[src/rtl/riscv_keypad_scanner.sv]
// 4x4 matrix keypad scanner: drives rows in turn, debounces whole-frame results, presents {valid, code}.
// Build option RISCV_KEYPAD_LATCH_EN: a debounced key stays on keyboard until kb_ack clears it.
module riscv_keypad_scanner #(
    parameter int SCAN_DIV        = 1000,
    parameter int DEBOUNCE_FRAMES = 8
) (
    input  logic       clk,
    input  logic       rst,
    input  logic [3:0] col_in,
    input  logic       kb_ack,
    output logic [3:0] row_out,
    output logic [4:0] keyboard
);
    localparam int DIV_W = $clog2(SCAN_DIV);
    localparam int CNT_W = $clog2(DEBOUNCE_FRAMES + 1);
    localparam logic [DIV_W-1:0] DIV_LAST = DIV_W'(SCAN_DIV - 1);
    localparam logic [CNT_W-1:0] CNT_MAX  = CNT_W'(DEBOUNCE_FRAMES);
    localparam logic [4:0]       NO_KEY   = 5'b0_0000;

    logic [3:0]       col_meta;
    logic [3:0]       col_s;
    logic [DIV_W-1:0] div;
    logic [1:0]       row_idx;
    logic             hit_found;
    logic [3:0]       hit_code;
    logic [4:0]       cand;
    logic [4:0]       stable;
    logic [CNT_W-1:0] deb_cnt;

    logic             sample;
    logic             frame_end;
    logic             row_hit;
    logic [1:0]       row_col;
    logic [4:0]       frame_res;
    logic [CNT_W-1:0] cnt_next;
    logic             stable_load;

    assign row_out = ~(4'b0001 << row_idx);

    // Lowest pressed column wins inside a row; an earlier row's hit wins over this one.
    always_comb begin
        sample      = (div == DIV_LAST);
        frame_end   = sample && (row_idx == 2'd3);
        row_hit     = 1'b0;
        row_col     = 2'd0;
        for (int c = 3; c >= 0; c--) begin
            if (!col_s[c]) begin
                row_hit = 1'b1;
                row_col = 2'(c);
            end
        end
        if (hit_found) begin
            frame_res = {1'b1, hit_code};
        end else if (row_hit) begin
            frame_res = {1'b1, row_idx, row_col};
        end else begin
            frame_res = NO_KEY;
        end
        if (frame_res != cand) begin
            cnt_next = CNT_W'(1);
        end else if (deb_cnt == CNT_MAX) begin
            cnt_next = deb_cnt;
        end else begin
            cnt_next = deb_cnt + CNT_W'(1);
        end
        stable_load = frame_end && (cnt_next == CNT_MAX) && (frame_res != stable);
    end

    always_ff @(posedge clk or posedge rst) begin
        if (rst) begin
            col_meta <= 4'b1111;
            col_s    <= 4'b1111;
        end else begin
            col_meta <= col_in;
            col_s    <= col_meta;
        end
    end

    always_ff @(posedge clk or posedge rst) begin
        if (rst) begin
            div     <= '0;
            row_idx <= 2'd0;
        end else if (sample) begin
            div     <= '0;
            row_idx <= row_idx + 2'd1;
        end else begin
            div     <= div + DIV_W'(1);
        end
    end

    always_ff @(posedge clk or posedge rst) begin
        if (rst) begin
            hit_found <= 1'b0;
            hit_code  <= 4'd0;
        end else if (frame_end) begin
            hit_found <= 1'b0;
        end else if (sample && row_hit && !hit_found) begin
            hit_found <= 1'b1;
            hit_code  <= {row_idx, row_col};
        end
    end

    always_ff @(posedge clk or posedge rst) begin
        if (rst) begin
            cand    <= NO_KEY;
            stable  <= NO_KEY;
            deb_cnt <= '0;
        end else if (frame_end) begin
            cand    <= frame_res;
            deb_cnt <= cnt_next;
            if (stable_load) begin
                stable <= frame_res;
            end
        end
    end

`ifdef RISCV_KEYPAD_LATCH_EN
    logic stable_new;

    // A fresh debounced key beats a simultaneous acknowledge.
    always_ff @(posedge clk or posedge rst) begin
        if (rst) begin
            stable_new <= 1'b0;
            keyboard   <= NO_KEY;
        end else begin
            stable_new <= stable_load && frame_res[4];
            if (stable_new) begin
                keyboard <= stable;
            end else if (kb_ack) begin
                keyboard <= NO_KEY;
            end
        end
    end
`else
    logic unused_kb_ack;
    assign unused_kb_ack = kb_ack;

    always_ff @(posedge clk or posedge rst) begin
        if (rst) begin
            keyboard <= NO_KEY;
        end else begin
            keyboard <= stable;
        end
    end
`endif

endmodule

[config.mk]
export PLATFORM = sky130hd
export DESIGN_NAME = riscv_keypad_scanner
export DESIGN_NICKNAME = d
export VERILOG_FILES = /design/src/rtl/riscv_keypad_scanner.sv
export SDC_FILE = /design/constraint.sdc
export NUM_CORES = 1
export LEC_CHECK = 0
export CELL_PAD_IN_SITES_DETAIL_PLACEMENT = 2
export CELL_PAD_IN_SITES_GLOBAL_PLACEMENT = 2
export CORE_AREA = 2 2 75 77
export CTS_BUF_LIST = sky130_fd_sc_hd__clkbuf_8
export DETAILED_ROUTE_END_ITERATION = 8
export DIE_AREA = 0 0 77 79
export PLACE_DENSITY = 0.83
export SYNTH_ARGS = -nofsm -noshare
export SYNTH_HDL_FRONTEND = slang
export SYNTH_SLANG_ARGS = --single-unit
[constraint.sdc]
create_clock -name clk -period 3.4 [get_ports clk]
set_clock_uncertainty 0.05 [all_clocks]
set_input_delay 0.51 -clock clk [delete_from_list [all_inputs] [get_ports clk]]
set_output_delay 0.51 -clock clk [all_outputs]
set_load 0.05 [all_outputs]
# --- Word-level counts from Yosys, hierarchy flattened ---
# Cells that the tools add are included.
word_totals:
  input_bits: 7
  output_inout_bits: 9
  regBits: 44
op_classes:
  shift: 1
  n_eq_ne: 6
  n_reduce_logical: 9
  muxes: 15
  addsub: 3
  bitwise_logic: 2
ops:
  columns: ["op", "n"]
  rows:
  - ["$add A10 B1 Y10 const B", 1]
  - ["$eq A10 B10 Y1 const B", 1]
  - ["$mux W10", 1]
  - ["$mux W5", 2]
  - ["$ne A5 B5 Y1", 2]
  - ["$eq A4 B4 Y1 const B", 2]
  - ["$mux W2", 4]
  - ["$mux W4", 2]
  - ["$mux W1", 6]
  - ["$logic_and A1 B1 Y1", 5]
  - ["$add A4 B1 Y4 const B", 1]
  - ["$not A4 Y4", 1]
  - ["$reduce_and A2 Y1", 2]
  - ["$shl A1 B2 Y4 const A", 1]
  - ["$add A2 B1 Y2 const B", 1]
  - ["$eq A2 B2 Y1 const B", 1]
  - ["$reduce_bool A2 Y1", 1]
  - ["$logic_not A1 Y1", 1]
  - ["$not A1 Y1", 1]

# --- Longest topological paths before layout ---
# Gate-level depths: netlist (run 1).
depth:
  word_depth: 12
  depth_mapped: 8

# --- Worst setup path before layout (run 1) ---
# Ideal clock, no wire load.
synth_path:
  kind: "flip-flop to flip-flop"
  from: "register col_s[1]"
  to: "register stable[0]"
  required_ns: 3.225
  setup_time_ns: 0.125
  path_slack_ns: 1.015
  n_path_buf: 0
  arrival_ns: 2.210
  path_stages_with_launch: 7
  synth_period_minus_slack_ns: 2.385
  path_cell_list: "dfstp_2 > nand4_4 > nand2b_4 > or4_4 > a2111oi_4 > and2_2 > mux2_2"
synth_between:
  elab_chain_cells: 10
synth_rtl:
  columns: ["element", "line_no", "text"]
  rows:
  - ["start, declared", "21", "logic [3:0] col_s;"]
  - ["start signal, assigned", "75", "col_s <= col_meta;"]
  - ["$mux W2 or $mux W1 (tied branches) (2 in series)", "47", "if (!col_s[c]) begin"]
  - ["$mux W5 *", "54", "end else if (row_hit) begin"]
  - ["$mux W5 *", "52", "if (hit_found) begin"]
  - ["$ne A5 B5 Y1", "59", "if (frame_res != cand) begin"]
  - ["$mux W4", "59", null]
  - ["$eq A4 B4 Y1", "66", "stable_load = frame_end && (cnt_next == CNT_MAX) && (frame_res != stable);"]
  - ["$logic_and A1 B1 Y1 (2 in series)", "66", null]
  - ["$reduce_and A2 Y1 (no source line)", null, null]
  - ["end signal, assigned", "112", "stable <= frame_res;"]
  - ["end, declared", "27", "logic [4:0] stable;"]
# Every way passes the cells marked *; elsewhere a longest branch is shown, timed or not.
# A chain may end at the register's enable or synchronous reset.

# --- Worst setup path in the final report (run 1) ---
layout_path:
  from: "register col_s[1]"
  to: "register stable[1]"
# Same word-level chain as after synthesis.

==> results of run 1 <==
[worst min path at each step]
stage	startpoint	endpoint	cells past startpoint
after global routing	col_meta[1]	col_s[1]	0
final	col_meta[1]	col_s[1]	0
after detailed placement	col_meta[3]	col_s[3]	0
after CTS	col_meta[3]	col_s[3]	0
after floorplan	col_meta[0]	col_s[0]	0
after global placement	col_meta[1]	col_s[1]	0
[Yosys cell counts, drive strengths merged (2+ instances only)]
| cell type | instances | share of area |
|---|---|---|
| dfrtp | 36 | 0.44 |
| nand2 | 18 | 0.033 |
| inv | 12 | 0.022 |
| o21ai | 10 | 0.025 |
| dfstp | 8 | 0.10 |
| ha | 7 | 0.043 |
| mux2 | 7 | 0.041 |
| nand3 | 7 | 0.017 |
| nor2 | 7 | 0.013 |
| xor2 | 7 | 0.030 |
| a21oi | 6 | 0.015 |
| mux2i | 5 | 0.026 |
| nand4 | 5 | 0.023 |
| xnor2 | 5 | 0.022 |
| and2 | 4 | 0.013 |
| o31ai | 4 | 0.015 |
| o211ai | 3 | 0.014 |
| a21boi | 2 | 0.0074 |
| a22o | 2 | 0.0086 |
| a311oi | 2 | 0.0086 |
| a31oi | 2 | 0.0062 |
| clkbuf | 2 | 0.0037 |
| nand2b | 2 | 0.0099 |
| or4 | 2 | 0.0099 |
[cells by family (layout without fill, tap and decap cells)]
kind of cell,after synthesis,count (layout),share of synthesized area
AO/OA/AOI/OAI,35,35,0.1232
XOR/XNOR,12,12,0.05172
adder cells (fa/ha/maj),7,7,0.04310
buffers and inverters,15,36,0.02832
flip-flops,44,44,0.5468
multiplexers,12,12,0.06711
AND/OR/NAND/NOR,51,51,0.1398
[metal layers]
metal / vias up / track usage
met4: 0 / 0.06786
met2: 17 / 0.3202
met5: - / 0
li1: 654 / -
met3: 9 / 0.04205
met1: 743 / 0.1897
[flip-flops by register name, summed over array words and instances, names as in the netlist]
register	cells
cand	5
col_meta	4
col_s	4
deb_cnt	4
div	10
hit_code	4
hit_found	1
keyboard	5
row_idx	2
stable	5
[cell type report]
| cell class | count | area share |
|---|---|---|
| clock buffers | 5 | 0.02901 |
| clock inverters | 3 | 0.01635 |
| inverters | 12 | 0.01899 |
| multi-input cells | 117 | 0.3639 |
| flip-flops and latches | 44 | 0.4684 |
| well taps | 72 | 0.03797 |
| repair buffers | 16 | 0.06540 |
[cell usage in the layout (no fill, tap or decap), types with 2 or more instances in the layout]
master | netlist | final
a311oi_1 | 2 | 2
mux2_2 | 6 | 6
dfstp_2 | 8 | 8
o21ai_0 | 10 | 10
nand3_1 | 7 | 7
clkbuf_8 | 0 | 5
xor2_1 | 7 | 7
mux2i_1 | 4 | 4
dfrtp_1 | 36 | 36
o31ai_1 | 4 | 4
a31oi_1 | 2 | 2
nor2_1 | 7 | 7
a21boi_0 | 2 | 2
ha_1 | 7 | 7
and2_1 | 3 | 3
nand2_1 | 18 | 18
a22o_1 | 2 | 2
a21oi_1 | 6 | 6
nand4_1 | 4 | 4
o211ai_1 | 2 | 2
clkdlybuf4s50_1 | 0 | 14
buf_4 | 0 | 2
xnor2_1 | 5 | 5
inv_1 | 12 | 13
[per-stage QoR]
step                      instances  worst slack [ns]
after detailed placement        261            0.6732
final                           269            0.6552
after floorplan                 176             1.015
after global placement          261            0.8191
after global routing            269            0.4713
after CTS                       269            0.6486
[power by group through the flow]
| stage | Combinational, mW | Sequential, mW | Clock, mW |
|---|---|---|---|
| floorplan | 0.0179 | 0.545 | 0 |
| global placement | 0.0283 | 0.545 | 0 |
| detailed placement | 0.0307 | 0.546 | 0 |
| CTS | 0.0306 | 0.536 | 0.401 |
| global route | 0.0335 | 0.537 | 0.422 |
| finish | 0.0295 | 0.536 | 0.390 |
==> out/metrics.cfg, run 1 <==
[status]
run_status = finished, final reports clean

[setup_path]
crit_buf_inv = 0
cp-endpoint = stable[1]
timing.rr.start = col_s[1]
ff2ff_setup_slack_ns = 0.66
crit_type = flop to flop
r2r-end = stable[1]
start_kind = flop
critPathMaxStageDelay_ns = 0.59
crit_family = compound AO/OA/AOI/OAI gates
cp.required_ns = 3.54
arrival_ns = 2.89
worstPathCellList = nand2_1 > o31ai_1 > xor2_1 > a2111oi_4 > and2_2 > mux2_2
path_depth = 6
crit_fanout = 6
r2r_cells = 6
worstSetupStartpoint = col_s[1]
end_kind = flop
cp_slowest_cell = dfstp_2

[clock_network]
cts_setup_buffers = 0
cts_hold_buffers = 0
cts_tree = done
htreeDepth = 2
cts_buffers = 5
cts_resized = 0
clockBufferDepth = 2
path_clk_slew_ns = 0.09
cts.sinks = 44
root_buffer = clkbuf_8
insertion_delay_ns = 0.30

[flow_run]
cap_violations = 0

[power]
clockPowerShare = 0.408
leakagePower_nw = 1.022
swShare = 0.2073
p_int_mw = 0.7577
power_mw = 0.9558
vdd.ir_drop.worst_v = 0.0002469
p_seq_frac = 0.561
cellPowerDensity_mw_per_mm2 = 402.9
power_frac_comb = 0.031
power.switching_mw = 0.1982

[routing]
drc = 0
route.vias.total = 1423
met2_length_um = 2617
routedWlPerCell_um = 17.38
dr.max_layer_used = met4
dr.first_iter.drc_count = 46
wl_um = 4676
ant_nets = 0
route.detailed.vias_per_inst = 5.290
m1WireLength_um = 1847
met3_length_um = 121
first_pass_iters = 4

[final_layout]
antennaDiodeCount = 0
syn_to_final_growth_pct = 16.75
fin_nets = 210
fin_area_mm2 = 0.002372
final_core_util = 0.4444
nFillCells = 585
ff_latch_area_mm2 = 0.001111
layout-drive-gt1-share = 0.1675
multi_input_area_um2 = 863.3

[floorplan]
io_pins = 16
num_rows = 27
chipHeight_um = 79
core_mm2 = 0.005338
dieArea_mm2 = 0.006083
start_util = 0.3807
fp.dieW_um = 77

[synthesis]
yosysSeqAreaShare = 0.5468
synthCells = 176
synthesis.area_mm2 = 0.002032
synth_edf_count = 0
yosys_warnings = 0
syn-num-nets = 190
synth_seq_cells = 44
synth-main-ff-cell = dfrtp_1
async_flop_share = 1.000
syn_avg_cell_area_um2 = 11.55
ys_types = 42

[timing]
tightestPinTransition_ns = 0.6789
max_freq_mhz = 364.3
finalHoldViolCount = 0
slew_headroom = 0.5435
setup_tns_ns = 0
period_needed_ns = 2.745
rsz0062_at_grt = false
period_share = 0.8073
drv_slew = 0
holdWs_ns = 0.3090
setup_viol = 0

[global_route]
grt_pass1_wl_um = 8086
track_usage = 0.1723
grt_max_degree = 45
overflow = 0
grt_pass1_vias = 1603
antenna_found_initial = 0

[place]
placed_cell_area_mm2 = 0.002265
io_buffer_count = 14
dp_hpwl_um = 3557
gp_congestion = 0.7979

[min_path]
hold_path_class = flop to flop

Power figures use the tool's default switching activity.
==> inputs of run 2 (changes only) <==
CORE_AREA = 2 2 79 81   (was 2 2 75 77)
DIE_AREA = 0 0 81 83   (was 0 0 77 79)
PLACE_DENSITY = 0.79   (was 0.83)
clock period = 2.3 ns   (was 3.4 ns; I/O delays follow)
==> run 2 against run 1 <==
  * The run now ends with setup timing left
  * Worst setup slack got worse by 0.70 ns
  * Clock-buffer cell count did not move
  * Critical path depth rose by 1
  * Register-to-register slack got worse by 0.70 ns
  * Critical endpoint is now stable[4]
==> out/metrics.cfg, run 2 (synthesized netlist as in run 1, its figures left out) <==
[status]
run_status = complete, but fails checks
violations = setup timing

[clock_network]
path_clk_slew_ns = 0.08  ; about the same
cts_hold_buffers = 0  ; unchanged
cts_buffers = 5  ; unchanged
clockBufferDepth = 2  ; unchanged
htreeDepth = 2  ; unchanged
root_buffer = clkbuf_8
cts_tree = done
cts.sinks = 44  ; unchanged
insertion_delay_ns = 0.29  ; about the same

[power]
swShare = 0.2187  ; +0.01137
p_seq_frac = 0.610  ; +0.049
cellPowerDensity_mw_per_mm2 = 490.5  ; +22%
p_int_mw = 1.013  ; +34%
leakagePower_nw = 1.169  ; +14%
power_mw = 1.296  ; +36%
vdd.ir_drop.worst_v = 0.0002057  ; -17%
clockPowerShare = 0.347  ; -0.061
power_frac_comb = 0.043  ; +0.012
power.switching_mw = 0.2835  ; +43%

[setup_path]
crit_fanout = 6  ; unchanged
cp.required_ns = 2.43  ; -1.11 ns
crit_type = flop to flop
start_kind = flop
arrival_ns = 2.48  ; -0.41 ns
end_kind = flop

[place]
placed_cell_area_mm2 = 0.002465  ; +8.8%
io_buffer_count = 14  ; unchanged
gp_congestion = 0.8196  ; +2.7%
pre_cts_ws_ns = -0.07119  ; -0.7444 ns
dp_hpwl_um = 3345  ; -5.9%

[routing]
route.detailed.vias_per_inst = 5.050  ; -4.5%
ant_nets = 0  ; unchanged
first_pass_iters = 4  ; unchanged
wl_um = 4880  ; +4.4%
dr.first_iter.drc_count = 53  ; +15%
routedWlPerCell_um = 16.16  ; -7.0%
drc = 0  ; unchanged
route.vias.total = 1525  ; +7.2%

[timing]
setup_viol = 4  ; +4
slew_headroom = 0.6230  ; +0.07948
holdWs_ns = 0.3084  ; -0.0006090 ns
rsz0062_at_grt = true
max_freq_mhz = 426.3  ; +17%
drv_slew = 0  ; unchanged
tightestPinTransition_ns = 0.5655  ; -0.1134 ns
setup_tns_ns = -0.1248  ; -0.1248 ns
final.setup.worst_slack_ns = -0.04575  ; -0.7009 ns
period_needed_ns = 2.346  ; -0.3991 ns
period_share = 1.020  ; +0.2126
finalHoldViolCount = 0  ; unchanged

[global_route]
overflow = 0  ; unchanged
grt_pass1_wl_um = 8342  ; +3.2%
track_usage = 0.1586  ; -0.01372
grt_pass1_vias = 1710  ; +6.7%
grt_max_degree = 45  ; unchanged
antenna_found_initial = 0  ; unchanged

[floorplan]
io_pins = 16  ; unchanged
start_util = 0.3494  ; -0.03129
dieArea_mm2 = 0.006723  ; +11%
num_rows = 28  ; +3.7%
core_mm2 = 0.005816  ; +9.0%
fp.dieW_um = 81  ; +5.2%
chipHeight_um = 83  ; +5.1%

[final_layout]
antennaDiodeCount = 0  ; unchanged
largest_reg_flops = 10  ; unchanged
fin_nets = 240  ; +14%
top_register = div
fin_area_mm2 = 0.002643  ; +11%
syn_to_final_growth_pct = 30.05
layout_common_cells = dfrtp_1, buf_4, nand2_1, inv_1
layout_commonest_cell = dfrtp_1
layout-drive-gt1-share = 0.3260  ; +0.1585

[min_path]
hold_path_class = flop to flop

[flow_run]
cap_violations = 0  ; unchanged

run 2: cell types whose count changed in the layout (fill, tap and decap cells not counted), moves of 2 or more:
cell	previous run	this run
a21boi_0	2	0
buf_6	0	2
clkdlybuf4s50_1	14	10
mux2_2	6	3
a21boi_2	0	2
mux2_4	1	4
buf_4	2	33
run 2: what timing repair did:
action	4_1_cts	5_1_grt
endpoints found under the setup margin	5	10
resized for setup	8	11
pin swaps	2	4
hold endpoints to repair	0	0
buffers inserted	2	1
gates cloned	0	0
run 2: power groups by stage:
stage	clock (mW)	combinational [mW]	sequential, mW
final	0.450	0.0557	0.791
after global routing	0.508	0.0624	0.792
after CTS	0.476	0.0555	0.791
after detailed placement	0	0.0543	0.806
after global placement	0	0.0527	0.805
after floorplan	0	0.0264	0.805
run 2: critical path, cell delays in order (launching register included):
cell and delay, ns:
dfstp_2 0.56, nand4_4 0.11, buf_4 0.17, or4_2 0.55
a21oi_2 0.15, a31oi_2 0.07, o211ai_4 0.25, mux2_4 0.31
run 2: layout make-up:
class,count,area [µm²]
clock buffer,5,68.82
clock inverter,3,11.26
fill,620,3173
inverter,12,45.04
multi-input combinational,117,929.6
sequential,44,1111
tap,75,93.84
timing repair buffer,46,382.9
run 2: layer usage:
metal / part of all wire / GRT usage
met5: 0 / 0
met4: 0.0059 / 0.03698
met3: 0.021 / 0.03261
met2: 0.52 / 0.2675
met1: 0.45 / 0.2073
run 2: final timing paths:
check                             from         end  slack, ns  depth (start not counted)
min                        col_meta[2]    col_s[2]       0.31                          0
min in group asynchronous          rst  row_idx[1]       0.45                          3
max                           col_s[1]   stable[4]      -0.05                          7
max reg2reg                   col_s[1]   stable[4]      -0.05                          7
min reg2reg                col_meta[2]    col_s[2]       0.31                          0
max in group asynchronous          rst    col_s[3]       1.35                          3
run 2: through the flow:
step / instances / util
final: 302 / 0.4544
after global routing: 302 / 0.4544
after CTS: 301 / 0.4451
after detailed placement: 291 / 0.4238
after global placement: 291 / 0.4238
after floorplan: 176 / -
==> inputs of run 3 (changes only) <==
CORE_AREA = 2 2 72 74   (was 2 2 79 81)
DIE_AREA = 0 0 74 76   (was 0 0 81 83)
PLACE_DENSITY = 0.89   (was 0.79)
SETUP_SLACK_MARGIN = 0.05   (was unset)
clock period = 2.82 ns   (was 2.3 ns; I/O delays follow)
==> run 3 against run 2 <==
  * The run now ends clean
  * Die area down 16%
  * First-iteration DRC count shrank 3.8%
  * Register-to-register slack better by 0.29 ns
  * Critical path depth shrank 1
  * Combinational power decreased by 34%
  * Total power decreased by 16%
  * Maximum frequency decreased by 8.8%
  * Global-route usage is 4.0 points higher
  * Clock power down 11%
  * Sequential cell count stayed put
  * Worst hold slack lost 0.00057 ns
  * Routed wire length up 3.4%
  * Highest routed layer unchanged
==> out/metrics.cfg, run 3 (synthesized netlist as in run 1, its figures left out) <==
[clock_network]
insertion_delay_ns = 0.29  ; about the same
root_buffer = clkbuf_8
cts_buffers = 5  ; unchanged
cts_resized = 0  ; -8
cts_hold_buffers = 0  ; unchanged
htreeDepth = 2  ; unchanged
path_clk_slew_ns = 0.08  ; about the same
clockBufferDepth = 2  ; unchanged
cts_tree = done
cts_setup_buffers = 0  ; -2
cts.sinks = 44  ; unchanged

[floorplan]
dieArea_mm2 = 0.005624  ; -16%
start_util = 0.4137  ; +0.06426
io_pins = 16  ; unchanged
fp.dieW_um = 74  ; -8.6%
num_rows = 26  ; -7.1%
chipHeight_um = 76  ; -8.4%
core_mm2 = 0.004912  ; -16%

[place]
dp_hpwl_um = 3762  ; +12%
io_buffer_count = 14  ; unchanged
placed_cell_area_mm2 = 0.002277  ; -7.6%
gp_congestion = 0.7206  ; -12%

[setup_path]
end_kind = flop
arrival_ns = 2.70  ; +0.22 ns
cp.required_ns = 2.95  ; +0.52 ns
r2r-end = stable[0]
crit_type = flop to flop
r2r_cells = 6  ; -1
ff2ff_setup_slack_ns = 0.25  ; +0.29 ns
worstSetupStartpoint = col_s[0]
cp-endpoint = stable[0]
start_kind = flop
crit_fanout = 7  ; +1
timing.rr.start = col_s[0]

[routing]
routedWlPerCell_um = 18.77  ; +16%
first_pass_iters = 5  ; +1
m1WireLength_um = 1886  ; -14%
route.vias.total = 1440  ; -5.6%
ant_nets = 0  ; unchanged
wl_um = 5048  ; +3.4%
drc = 0  ; unchanged
met3_length_um = 149  ; +43%
dr.max_layer_used = met4
route.detailed.vias_per_inst = 5.353  ; +6.0%
dr.first_iter.drc_count = 51  ; -3.8%
met2_length_um = 2903  ; +13%

[timing]
setup_tns_ns = 0  ; +0.1248 ns
slew_headroom = 0.6253  ; +0.002265
tightestPinTransition_ns = 0.5621  ; -0.003398 ns
drv_slew = 0  ; unchanged
max_freq_mhz = 388.6  ; -8.8%
rsz0062_at_grt = false
setup_viol = 0  ; -4
finalHoldViolCount = 0  ; unchanged
period_needed_ns = 2.573  ; +0.2275 ns
period_share = 0.9125  ; -0.1074

[final_layout]
largest_reg_flops = 10  ; unchanged
fin_area_mm2 = 0.002367  ; -10%
layout_commonest_cell = dfrtp_1
syn_to_final_growth_pct = 16.50
top_register = div
ff_latch_area_mm2 = 0.001111  ; unchanged
multi_input_area_um2 = 863.3  ; -7.1%
layout_common_cells = dfrtp_1, nand2_1, inv_1, clkdlybuf4s50_1, o21ai_0
layout-drive-gt1-share = 0.1709  ; -0.1551
fin_nets = 212  ; -12%
nFillCells = 498  ; -20%
antennaDiodeCount = 0  ; unchanged

[min_path]
hold_path_class = flop to flop

[global_route]
antenna_found_initial = 0  ; unchanged
grt_pass1_vias = 1708  ; -0.12%
overflow = 0  ; unchanged
track_usage = 0.1990  ; +0.04039
grt_pass1_wl_um = 8424  ; +0.98%
grt_max_degree = 45  ; unchanged

[flow_run]
cap_violations = 0  ; unchanged

[power]
vdd.ir_drop.worst_v = 0.0003075  ; +49%
leakagePower_nw = 1.027  ; -12%
cellPowerDensity_mw_per_mm2 = 457.6  ; -6.7%

[status]
run_status = finished, final reports clean

run 3: changes by cell type in the layout (fill, tap and decap cells not counted), moves of 2 or more:
cell	before	now
a21boi_0	0	2
a21boi_2	2	0
buf_4	33	4
buf_6	2	0
clkdlybuf4s50_1	10	14
mux2_2	3	6
mux2_4	4	1
run 3: worst min-delay path by stage:
stage / slack, ns / endpoint / from / depth (start not counted)
3_5_place_dp: 0.30 / col_s[2] / col_meta[2] / 0
4_1_cts: 0.31 / col_s[0] / col_meta[0] / 0
2_1_floorplan: 0.30 / col_s[0] / col_meta[0] / 0
5_1_grt: 0.32 / col_s[1] / col_meta[1] / 0
6_report: 0.31 / col_s[0] / col_meta[0] / 0
3_3_place_gp: 0.30 / col_s[1] / col_meta[1] / 0
run 3: worst max-delay path: stages (launching register included):
cell and delay (ns):
dfstp_2 0.59, nand4_4 0.17, o21bai_1 0.41, o211ai_1 0.21
a2111oi_4 0.42, and2_2 0.25, mux2_2 0.35
run 3: layer usage:
layer	global-route usage	vias up
li1	-	653
met1	0.2098	733
met2	0.3714	37
met3	0.04630	17
met4	0.07091	0
met5	0	-
run 3: final cells by class:
type                    instances  share of cell area
flip-flops and latches         44              0.4693
clock buffers                   6             0.03488
multi-input cells             117              0.3647
clock inverters                 2            0.003171
inverters                      12             0.01903
repair buffers                 18             0.07188
well taps                      70             0.03700
run 3: report_power, final:
part           internal, mW  switching (mW)  total [mW]
clock network         0.193           0.207       0.400
logic                0.0141          0.0229      0.0370
registers             0.641         0.00545       0.646
run 3: stage by stage:
step / setup WS (ns) / cells / hold WS, ns / power [mW] / utilization
floorplan: 0.4349 / 176 / 0.2952 / 0.6785 / -
global placement: 0.3591 / 261 / 0.2957 / 0.6925 / 0.4636
detailed placement: 0.2899 / 261 / 0.2981 / 0.6963 / 0.4636
CTS: 0.2552 / 269 / 0.3088 / 1.100 / 0.4819
global route: 0.08389 / 269 / 0.3170 / 1.125 / 0.4819
finish: 0.2467 / 269 / 0.3078 / 1.083 / 0.4819
